$ cat src/rtl/hello_scroll_pkg.sv
// Shared definitions for the HELLO scroll controller: character codes, FSM states and the message.
package hello_scroll_pkg;

  localparam logic [2:0] CH_BLANK = 3'd0;
  localparam logic [2:0] CH_H     = 3'd1;
  localparam logic [2:0] CH_E     = 3'd2;
  localparam logic [2:0] CH_L     = 3'd3;
  localparam logic [2:0] CH_O     = 3'd4;

  localparam int MSG_CHARS = 16;

  typedef enum logic [1:0] {
    IDLE = 2'd0,
    RUN  = 2'd1,
    HOLD = 2'd2
  } scroll_state_t;

  localparam logic [2:0] MESSAGE [MSG_CHARS] = '{
    CH_H, CH_E, CH_L, CH_L, CH_O,
    CH_BLANK, CH_BLANK, CH_BLANK, CH_BLANK, CH_BLANK, CH_BLANK,
    CH_BLANK, CH_BLANK, CH_BLANK, CH_BLANK, CH_BLANK
  };

  // Index wraps so callers can pass pos + digit offset directly.
  function automatic logic [2:0] msg_char(input int idx);
    logic [3:0] idx4;
    idx4 = 4'(idx % MSG_CHARS);
    return MESSAGE[idx4];
  endfunction

endpackage

$ cat src/rtl/hello_scroll_ctrl_char_to_seg.sv
// Combinational decoder from a 3-bit character code to active-low segments {g..a}.
module char_to_seg
  import hello_scroll_pkg::*;
(
  input  logic [2:0] code,
  output logic [6:0] seg
);

  always_comb begin
    seg = 7'b111_1111;
    case (code)
      CH_H:    seg = 7'b000_1001;
      CH_E:    seg = 7'b000_0110;
      CH_L:    seg = 7'b100_0111;
      CH_O:    seg = 7'b100_0000;
      default: seg = 7'b111_1111;
    endcase
  end

endmodule

$ cat src/rtl/hello_scroll_ctrl.sv
// Start/pause/stop sequencer that scrolls a fixed message across an eight-digit
// seven-segment bus, stepping on a single-cycle enable derived from clk_50MHz.
module hello_scroll_ctrl
  import hello_scroll_pkg::*;
#(
  parameter int TICK_DIV   = 25_000_000,
  parameter int MSG_LEN    = 16,
  parameter int NUM_DIGITS = 8
) (
  input  logic                    clk_50MHz,
  input  logic                    reset,
  input  logic                    start,
  input  logic                    stop,
  input  logic                    dir,
  input  logic [1:0]              speed,
  output logic [NUM_DIGITS*7-1:0] seg_bus,
  output logic [3:0]              pos,
  output logic                    step_pulse,
  output logic                    busy
);

  localparam int CNT_W = $clog2(TICK_DIV * 8);

  scroll_state_t           state_reg;
  logic [CNT_W-1:0]        cnt_reg;
  logic [3:0]              pos_reg;
  logic                    step_reg;
  logic                    busy_reg;
  logic [NUM_DIGITS*7-1:0] seg_reg;
  logic [NUM_DIGITS*7-1:0] seg_next;

  logic [CNT_W:0]          term_next;
  logic                    at_term_next;
  logic [3:0]              pos_inc_next;
  logic [3:0]              pos_dec_next;

  // One extra bit so TICK_DIV << 3 itself is representable before the -1.
  always_comb begin
    term_next    = ((CNT_W+1)'(TICK_DIV) << speed) - (CNT_W+1)'(1);
    at_term_next = ({1'b0, cnt_reg} >= term_next);
    pos_inc_next = (pos_reg == 4'(MSG_LEN - 1)) ? 4'd0 : pos_reg + 4'd1;
    pos_dec_next = (pos_reg == 4'd0) ? 4'(MSG_LEN - 1) : pos_reg - 4'd1;
  end

  always_ff @(posedge clk_50MHz) begin
    if (reset) begin
      state_reg <= IDLE;
      cnt_reg   <= '0;
      pos_reg   <= 4'd0;
      step_reg  <= 1'b0;
      busy_reg  <= 1'b0;
    end else begin
      step_reg <= 1'b0;
      case (state_reg)
        IDLE: begin
          if (start && !stop) begin
            state_reg <= RUN;
            cnt_reg   <= '0;
            pos_reg   <= 4'd0;
            busy_reg  <= 1'b1;
          end
        end
        RUN: begin
          if (stop) begin
            state_reg <= HOLD;
            busy_reg  <= 1'b0;
          end else if (at_term_next) begin
            cnt_reg  <= '0;
            step_reg <= 1'b1;
            pos_reg  <= dir ? pos_dec_next : pos_inc_next;
          end else begin
            cnt_reg <= cnt_reg + CNT_W'(1);
          end
        end
        HOLD: begin
          // Counter and position stay frozen so a resume finishes the partial step.
          if (stop) begin
            state_reg <= IDLE;
            busy_reg  <= 1'b0;
          end else if (start) begin
            state_reg <= RUN;
            busy_reg  <= 1'b1;
          end
        end
        default: begin
          state_reg <= IDLE;
          busy_reg  <= 1'b0;
        end
      endcase
    end
  end

  genvar gi;
  generate
    for (gi = 0; gi < NUM_DIGITS; gi++) begin : g_digit
      logic [2:0] code_next;
      assign code_next = (state_reg == IDLE) ? CH_BLANK : msg_char(int'(pos_reg) + gi);
      char_to_seg u_char_to_seg (
        .code (code_next),
        .seg  (seg_next[gi*7 +: 7])
      );
    end
  endgenerate

  // Display frame is registered, so it trails state/pos by one edge.
  always_ff @(posedge clk_50MHz) begin
    if (reset) begin
      seg_reg <= '1;
    end else begin
      seg_reg <= seg_next;
    end
  end

  assign seg_bus    = seg_reg;
  assign pos        = pos_reg;
  assign step_pulse = step_reg;
  assign busy       = busy_reg;

endmodule

$ cat config.mk
export PLATFORM = sky130hd
export DESIGN_NAME = hello_scroll_ctrl
export DESIGN_NICKNAME = d
export VERILOG_FILES = /design/src/rtl/hello_scroll_pkg.sv /design/src/rtl/hello_scroll_ctrl_char_to_seg.sv /design/src/rtl/hello_scroll_ctrl.sv
export SDC_FILE = /design/constraint.sdc
export NUM_CORES = 1
export LEC_CHECK = 0
export BUFFER_PORTS_ARGS = -buffer_cell sky130_fd_sc_hd__buf_4
export CAP_MARGIN = 20
export CORE_MARGIN = 2
export CORE_UTILIZATION = 53
export CTS_CLUSTER_SIZE = 24
export DETAILED_ROUTE_END_ITERATION = 8
export PLACE_DENSITY = 0.77
export RECOVER_POWER = 100
export SLEW_MARGIN = 20
export SYNTH_ARGS = -nofsm -noshare
export SYNTH_HDL_FRONTEND = slang
export SYNTH_HIERARCHICAL = 1
export SYNTH_SLANG_ARGS = --single-unit
$ cat constraint.sdc
create_clock -name clk_50MHz -period 2.2 [get_ports clk_50MHz]
set_input_delay 0.11 -clock clk_50MHz [delete_from_list [all_inputs] [get_ports clk_50MHz]]
set_output_delay 0.11 -clock clk_50MHz [all_outputs]
set_load 0.01 [all_outputs]
## After elaboration in Yosys (flattened, before gate mapping)

Memory sizes are Yosys's and may differ from the RTL's.
Index checks and enable logic that the tools add are counted.

- Add/sub/neg operators: 11
- Magnitude comparators: 9
- Equality and inequality tests: 40
- Shifts and indexed selects: 1
- Muxes and demuxes: 54
- Bitwise gates (word level): 9
- Reduce and logical (&&, ||, !) cells: 9

Operator list:

| cell | count |
|---|---|
| 7-bit one-hot mux with 4 select lines | 8 |
| 28-bit 2-to-1 mux | 3 |
| 3-bit 2-to-1 mux | 24 |
| 28-bit one-hot mux with 2 select lines | 1 |
| 3-bit by 2-bit equality test with 1-bit output (second input constant) | 16 |
| 5-bit >= comparator (second input constant) | 8 |
| 4-bit inverter with 5-bit output | 8 |
| 28-bit by 29-bit >= comparator with 1-bit output | 1 |
| 25-bit by 2-bit left shift with 29-bit output (first input constant) | 1 |
| 29-bit by 2-bit subtractor with 29-bit output (second input constant) | 1 |
| 28-bit by 1-bit adder with 28-bit output (second input constant) | 1 |
| 3-bit by 1-bit equality test with 1-bit output (second input constant) | 8 |
| 3-bit equality test (second input constant) | 8 |
| 4-bit 2-to-1 mux | 6 |
| 4-bit by 3-bit adder with 4-bit output (second input constant) | 4 |
| 4-bit by 1-bit adder with 4-bit output (second input constant) | 2 |
| 4-bit by 2-bit adder with 4-bit output (second input constant) | 2 |
| 2-bit 2-to-1 mux | 4 |
| 2-bit != test (second input constant) | 4 |
| 4-bit one-hot mux with 2 select lines | 1 |
| 2-bit one-hot mux with 3 select lines | 1 |
| 3-bit AND reduction | 2 |
| 1-bit 2-to-1 mux | 5 |
| 4-bit equality test (second input constant) | 1 |
| other kinds (13) | 13 |

- Register bits: 92
- Memory bits (read-only): 384
- Output and inout bits: 62
- Memories kept: 8

Memory list:

| memory | words | width | rd ports | clocked after Yosys merged registers in | wr ports | RTL line | text |
|---|---|---|---|---|---|---|---|
| (name not given) | 16 | 3 | 1 | 0 | 0 | hello_scroll_pkg.sv:28 | `return MESSAGE[idx4];` |
| (name not given) | 16 | 3 | 1 | 0 | 0 | hello_scroll_pkg.sv:28 |  |
| (name not given) | 16 | 3 | 1 | 0 | 0 | hello_scroll_pkg.sv:28 |  |
| (name not given) | 16 | 3 | 1 | 0 | 0 | hello_scroll_pkg.sv:28 |  |
| (name not given) | 16 | 3 | 1 | 0 | 0 | hello_scroll_pkg.sv:28 |  |
| (name not given) | 16 | 3 | 1 | 0 | 0 | hello_scroll_pkg.sv:28 |  |
| 2 more memories | - | - | - | - | - | - |  |

## Longest topological paths before layout

- Word-level depth: 8
- Depth in mapped cells: 12
- Depth with buffers taken out: 10

## By module

The synthesis kept the hierarchy.

By module, submodules not included:

| module | instances | cells an instance | area each (um2) | seq. area each (um2) |
|---|---|---|---|---|
| hello_scroll_ctrl | 1 | 476 | 4,393.0 | 1,841.8 |
| char_to_seg | 8 | 12 | 92.6 | 0.0 |

## Worst setup path before layout

Ideal clock, no wire load.

- Path type: register -> register
- Start: register pos_reg[2] (netlist: pos[2])
- End: register seg_reg[47] (netlist: seg_bus[47])
- Library setup time: 123 ps
- Arrival: 2,431 ps
- Setup slack: -354 ps
- Cell stages (with the launch flop): 9
- Path buffers: 1
- Clock period less this slack: 2,554 ps
- Cell sequence: dfxtp_1 inv_1 ha_1 xor2_1 nor4bb_1 nor2_2 xor2_1 buf_4 or2_2

- Word-level cells in the longest chain between the ends: 8
- Elaborated cells between the ends (all ways): 11
- Classes of those cells: add/sub (1); eq/ne (4); mux (4); bitwise (1); memory (1)

Ends and longest elaborated chain:

| item | RTL line | text |
|---|---|---|
| from (decl) | hello_scroll_ctrl.sv:26 | `logic [3:0] pos_reg;` |
| from (signal assigned) | hello_scroll_ctrl.sv:70 | `pos_reg <= dir ? pos_dec_next : pos_inc_next;` |
| 4-bit by 3-bit adder with 4-bit output * | hello_scroll_ctrl.sv:97 | `assign code_next = (state_reg == IDLE) ? CH_BLANK : msg_char(int'(pos_reg) + gi);` |
| 4-bit inverter with 5-bit output (implied by the code) * | hello_scroll_pkg.sv:28 |  |
| memory read 16 x 3 bit * | - |  |
| 3-bit 2-to-1 mux (implied by the code) * (2 in series) | hello_scroll_pkg.sv:28 |  |
| 3-bit 2-to-1 mux * | hello_scroll_ctrl.sv:97 |  |
| named net g_digit[6].code_next[0] | hello_scroll_ctrl.sv:96 | `logic [2:0] code_next;` |
| 3-bit equality test, or another cell as far along | hello_scroll_ctrl_char_to_seg.sv:11 | `case (code)` |
| 7-bit one-hot mux with 4 select lines * | hello_scroll_ctrl_char_to_seg.sv:11 |  |
| named net seg_next[47] | hello_scroll_ctrl.sv:30 | `logic [NUM_DIGITS*7-1:0] seg_next;` |
| to (signal assigned) | hello_scroll_ctrl.sv:110 | `seg_reg <= seg_next;` |
| to (decl) | hello_scroll_ctrl.sv:29 | `logic [NUM_DIGITS*7-1:0] seg_reg;` |

Mark *: on every way through the listed nets, which the timed path passes. The rest lies on a longest branch. The select of a mux whose other input is x is not followed.
A chain may end at the register's enable or synchronous reset.

## Worst setup path after layout

- Start: register cnt_reg[14]
- End: register cnt_reg[3]

- Word-level cells in the longest chain between the ends: 4

Ends and longest elaborated chain:

| item | RTL line | text |
|---|---|---|
| from (decl) | hello_scroll_ctrl.sv:25 | `logic [CNT_W-1:0] cnt_reg;` |
| from (signal assigned) | hello_scroll_ctrl.sv:72 | `cnt_reg <= cnt_reg + CNT_W'(1);` |
| 28-bit by 29-bit >= comparator with 1-bit output | hello_scroll_ctrl.sv:40 | `at_term_next = ({1'b0, cnt_reg} >= term_next);` |
| 28-bit 2-to-1 mux | hello_scroll_ctrl.sv:67 | `end else if (at_term_next) begin` |
| 28-bit 2-to-1 mux | hello_scroll_ctrl.sv:64 | `if (stop) begin` |
| 28-bit one-hot mux with 2 select lines | hello_scroll_ctrl.sv:54 | `case (state_reg)` |

No other way between the ends. The select of a mux whose other input is x is not followed.

==> impl_metrics.json <==
{
  "layout_common_cells": "83 x sky130_fd_sc_hd__dfxtp_1, 82 x sky130_fd_sc_hd__buf_4, 61 x sky130_fd_sc_hd__clkbuf_1, 54 x sky130_fd_sc_hd__or2_2, 40 x sky130_fd_sc_hd__xor2_1",
  "routed_wirelength_mm": 12.3,
  "hpwlAfterDp_mm": 8.44,
  "remaining_drc_errors": 0,
  "place_congestion": 0.922,
  "pwr-share-seq": 0.528,
  "preCtsSetupSlack_ns": -0.301,
  "wire_per_inst_um": 14.9,
  "wire_length_of_the_first_global_routing_pass_mm": 18.4,
  "whs_endpoint": "busy",
  "final_layout_size_suffix_gt1_frac": 0.354,
  "grt_use_met3": 0.0335,
  "crit-reg2reg-launch": "cnt_reg[14]",
  "cts.sinks": 92,
  "cp.required_ns": 2.50,
  "class_of_the_most_critical_setup_path": "flip-flop to flip-flop",
  "worst_setup_path_start_kind": "flip-flop",
  "static-leakage-power_nw": 2.73,
  "chipHeight_um": 102,
  "crit_path_max_fanout": 6,
  "syn-instance-count": 572,
  "ioPinCount": 69,
  "synth_ff_type": "sky130_fd_sc_hd__dfxtp_1",
  "die_extent_in_x_um": 102,
  "worst_r2r_path_depth": 9,
  "max-slew-margin-rel": 0.481,
  "vdd_drop_max_mv": 0.316,
  "timing.final.hold_violations": 0,
  "antenna_violations_before_repair": 0,
  "share_comb_of_total_power": 0.088,
  "reg2reg_slack_ns": -0.12,
  "cts.htree.levels": 3,
  "min_path_type": "primary input to flip-flop",
  "grt_setup_unrepaired": "yes",
  "fin_skew_ns": 0.00980,
  "global_route.usage.met1": 0.290,
  "final_net_count": 737,
  "finalSetupTns_ns": -0.714,
  "worstPathArrival_ns": 2.62,
  "clock_path_buffers": 2,
  "drt-initial-drc-count": 270,
  "globalRouteOverflowTotal": 0,
  "count_of_antenna_diodes_in_the_layout": 0,
  "synth.yosys.seq_area_share": 0.359,
  "timing.final.max_slew_violations": 0,
  "timing_worst_slew_pin_value_ns": 0.776,
  "synth.lib_cells_used.distinct": 64,
  "std_cell_rows": 35,
  "initial_utilization": 0.550,
  "setup_slack_ns": -0.123,
  "final_util": 0.707,
  "globalRouteTotalUtil": 0.219,
  "p_int_mw": 2.45,
  "most_common_cell_after_layout_fill_and_taps_aside": "sky130_fd_sc_hd__dfxtp_1",
  "cts.root.buffer_cell": "sky130_fd_sc_hd__clkbuf_8",
  "grt_start_max_net_pins": 63,
  "placed_cells": 792,
  "top_usage_layer": "met2",
  "tritoncts": "built",
  "vias_per_cell": 5.41,
  "synth.cell_area_um2": 5130,
  "finalWorstPathRequiredPeriod_ns": 2.32,
  "timing.max_cap.violations": 0,
  "clk_latency_ns": 0.36,
  "grtUsageMet2": 0.361,
  "synth-seq-cells": 92,
  "p_per_area_nw_per_um2": 489,
  "sw_frac_of_total": 0.240,
  "dr.pass1.iters": 5,
  "routed-via-count": 4454,
  "reg2reg_to": "cnt_reg[3]",
  "period_share": 1.06,
  "first_global_vias": 3944,
  "worst_setup_hold_path_clk_slew_ns": 0.09,
  "largest_reg_flops": 56,
  "endpoint_kind": "flip-flop",
  "fp.dieArea_um2": 10500,
  "cts_inserted_buffers": 9,
  "power_frac_clock": 0.383,
  "core_region_area_um2": 9330,
  "outcome": "finished, violations left",
  "drt.antenna.violating_nets": 0,
  "share_of_async_settable_or_async_resettable_flops_after_synthesis": 0,
  "final_cells": 824,
  "design_area_um2": 6600,
  "count_of_flip_flops_with_a_built_in_enable_after_synthesis": 0,
  "post_dp_area_um2": 6180,
  "syn2layout_area_growth_pct": 28.5,
  "syn_avg_cell_area_um2": 8.97,
  "failing_checks": "negative setup slack",
  "holdCritStartpoint": "start",
  "switching_power_mw": 0.773,
  "ys_warn_count": 6,
  "fmax_mhz": 430,
  "hold_path_depth": 3,
  "timing.final.setup_violations": 12,
  "io_buffers": 68
}
==> worst max-delay path by stage <==
stage	depth (start not counted)	end	slack, ns	startpoint
final	9	cnt_reg[3]	-0.12	cnt_reg[14]
after global routing	9	cnt_reg[3]	-0.15	cnt_reg[14]
after CTS	9	cnt_reg[7]	-0.01	cnt_reg[11]
after detailed placement	11	cnt_reg[18]	-0.30	speed[1]
after global placement	12	cnt_reg[8]	-0.21	speed[1]
after floorplan	11	seg_bus[54]	-0.04	pos[2]
==> power groups by stage <==
stage          Sequential, mW  Clock, mW  Combinational (mW)
2_1_floorplan            1.76          0               0.173
3_3_place_gp             1.74          0               0.272
3_5_place_dp             1.74          0               0.282
4_1_cts                  1.71       1.25               0.289
5_1_grt                  1.71       1.30               0.314
6_report                 1.70       1.24               0.284
==> stage by stage <==
step | hold slack [ns] | power (mW)
after detailed placement | 0.357 | 2.03
after global placement | 0.348 | 2.01
after CTS | 0.0226 | 3.25
final | 0.0302 | 3.22
after floorplan | 0.189 | 1.93
after global routing | 0.0749 | 3.32
==> layer usage <==
layer	routed length (um)	up-vias
met5	0	-
met4	270	0
met3	562	22
met2	5890	134
met1	5590	2119
li1	-	2179
==> cells by family after synthesis <==
| kind of cell | after synthesis | synth area share |
|---|---|---|
| other | 2 | 0.00146 |
| DFF | 92 | 0.359 |
| xor gates and xnor gates | 45 | 0.0768 |
| muxes | 9 | 0.0175 |
| adders and majority gates | 40 | 0.0972 |
| AOI/OAI and AO/OA | 80 | 0.110 |
| buffers and inverters | 63 | 0.0658 |
| and+or+nand+nor | 241 | 0.272 |
==> what timing repair did <==
item	CTS	global route
pin swaps	8	27
cloned	1	1
endpoints found under the hold margin	1	0
buffers inserted	1	13
setup endpoints to repair	42	71
resized for setup	15	70
hold buffers	1	0
==> critical path, stage by stage (launching register included) <==
cell and delay (ns):
sky130_fd_sc_hd__dfxtp_1 0.33, sky130_fd_sc_hd__ha_1 0.32, sky130_fd_sc_hd__a21o_1 0.22, sky130_fd_sc_hd__a21oi_1 0.16, sky130_fd_sc_hd__maj3_2 0.22, sky130_fd_sc_hd__a21boi_4 0.22, sky130_fd_sc_hd__o211ai_4 0.15, sky130_fd_sc_hd__buf_6 0.19
sky130_fd_sc_hd__nor3b_1 0.31, sky130_fd_sc_hd__a21o_1 0.14
==> synthesized netlist by cell type, types with 3 or more instances <==
cell                        n  area (um^2)
sky130_fd_sc_hd__nor3_1    11         55.1
sky130_fd_sc_hd__a31oi_1    4         25.0
sky130_fd_sc_hd__nand4_1    3         18.8
sky130_fd_sc_hd__dfxtp_1   92         1840
sky130_fd_sc_hd__nor2_2     8         50.1
sky130_fd_sc_hd__inv_1     16         60.1
sky130_fd_sc_hd__clkbuf_1  14         52.6
sky130_fd_sc_hd__nor4_1     6         37.5
sky130_fd_sc_hd__a21oi_1   18         90.1
sky130_fd_sc_hd__nand2_1   41          154
sky130_fd_sc_hd__nor2_1    15         56.3
sky130_fd_sc_hd__o311ai_0   9         78.8
sky130_fd_sc_hd__nor2b_1    4         25.0
sky130_fd_sc_hd__xor2_1    40          350
sky130_fd_sc_hd__nand3_1   26          130
sky130_fd_sc_hd__o21ai_0   15         75.1
sky130_fd_sc_hd__xnor2_1    5         43.8
sky130_fd_sc_hd__or2_2     57          357
sky130_fd_sc_hd__buf_2      6         30.0
sky130_fd_sc_hd__a22o_1     8         70.1
sky130_fd_sc_hd__ha_1      39          488
sky130_fd_sc_hd__and3_1     8         50.1
sky130_fd_sc_hd__buf_4     25          188
sky130_fd_sc_hd__or3_1      5         31.3
sky130_fd_sc_hd__o211ai_1   3         22.5
sky130_fd_sc_hd__nor3b_1    7         52.6
sky130_fd_sc_hd__mux2i_1    9         90.1
sky130_fd_sc_hd__and2_1     4         25.0
sky130_fd_sc_hd__a21o_1     5         37.5
sky130_fd_sc_hd__nand2b_1  26          163
==> cell type report <==
type / instances / area [um^2]
Sequential cell: 92 / 1860
Timing Repair Buffer: 153 / 961
Tap cell: 129 / 161
Clock buffer: 9 / 124
Multi-Input combinational cell: 418 / 3340
Fill cell: 749 / 2730
Clock inverter: 6 / 88.8
Inverter: 17 / 67.6
Note: power is estimated with default switching activity, not from simulation.
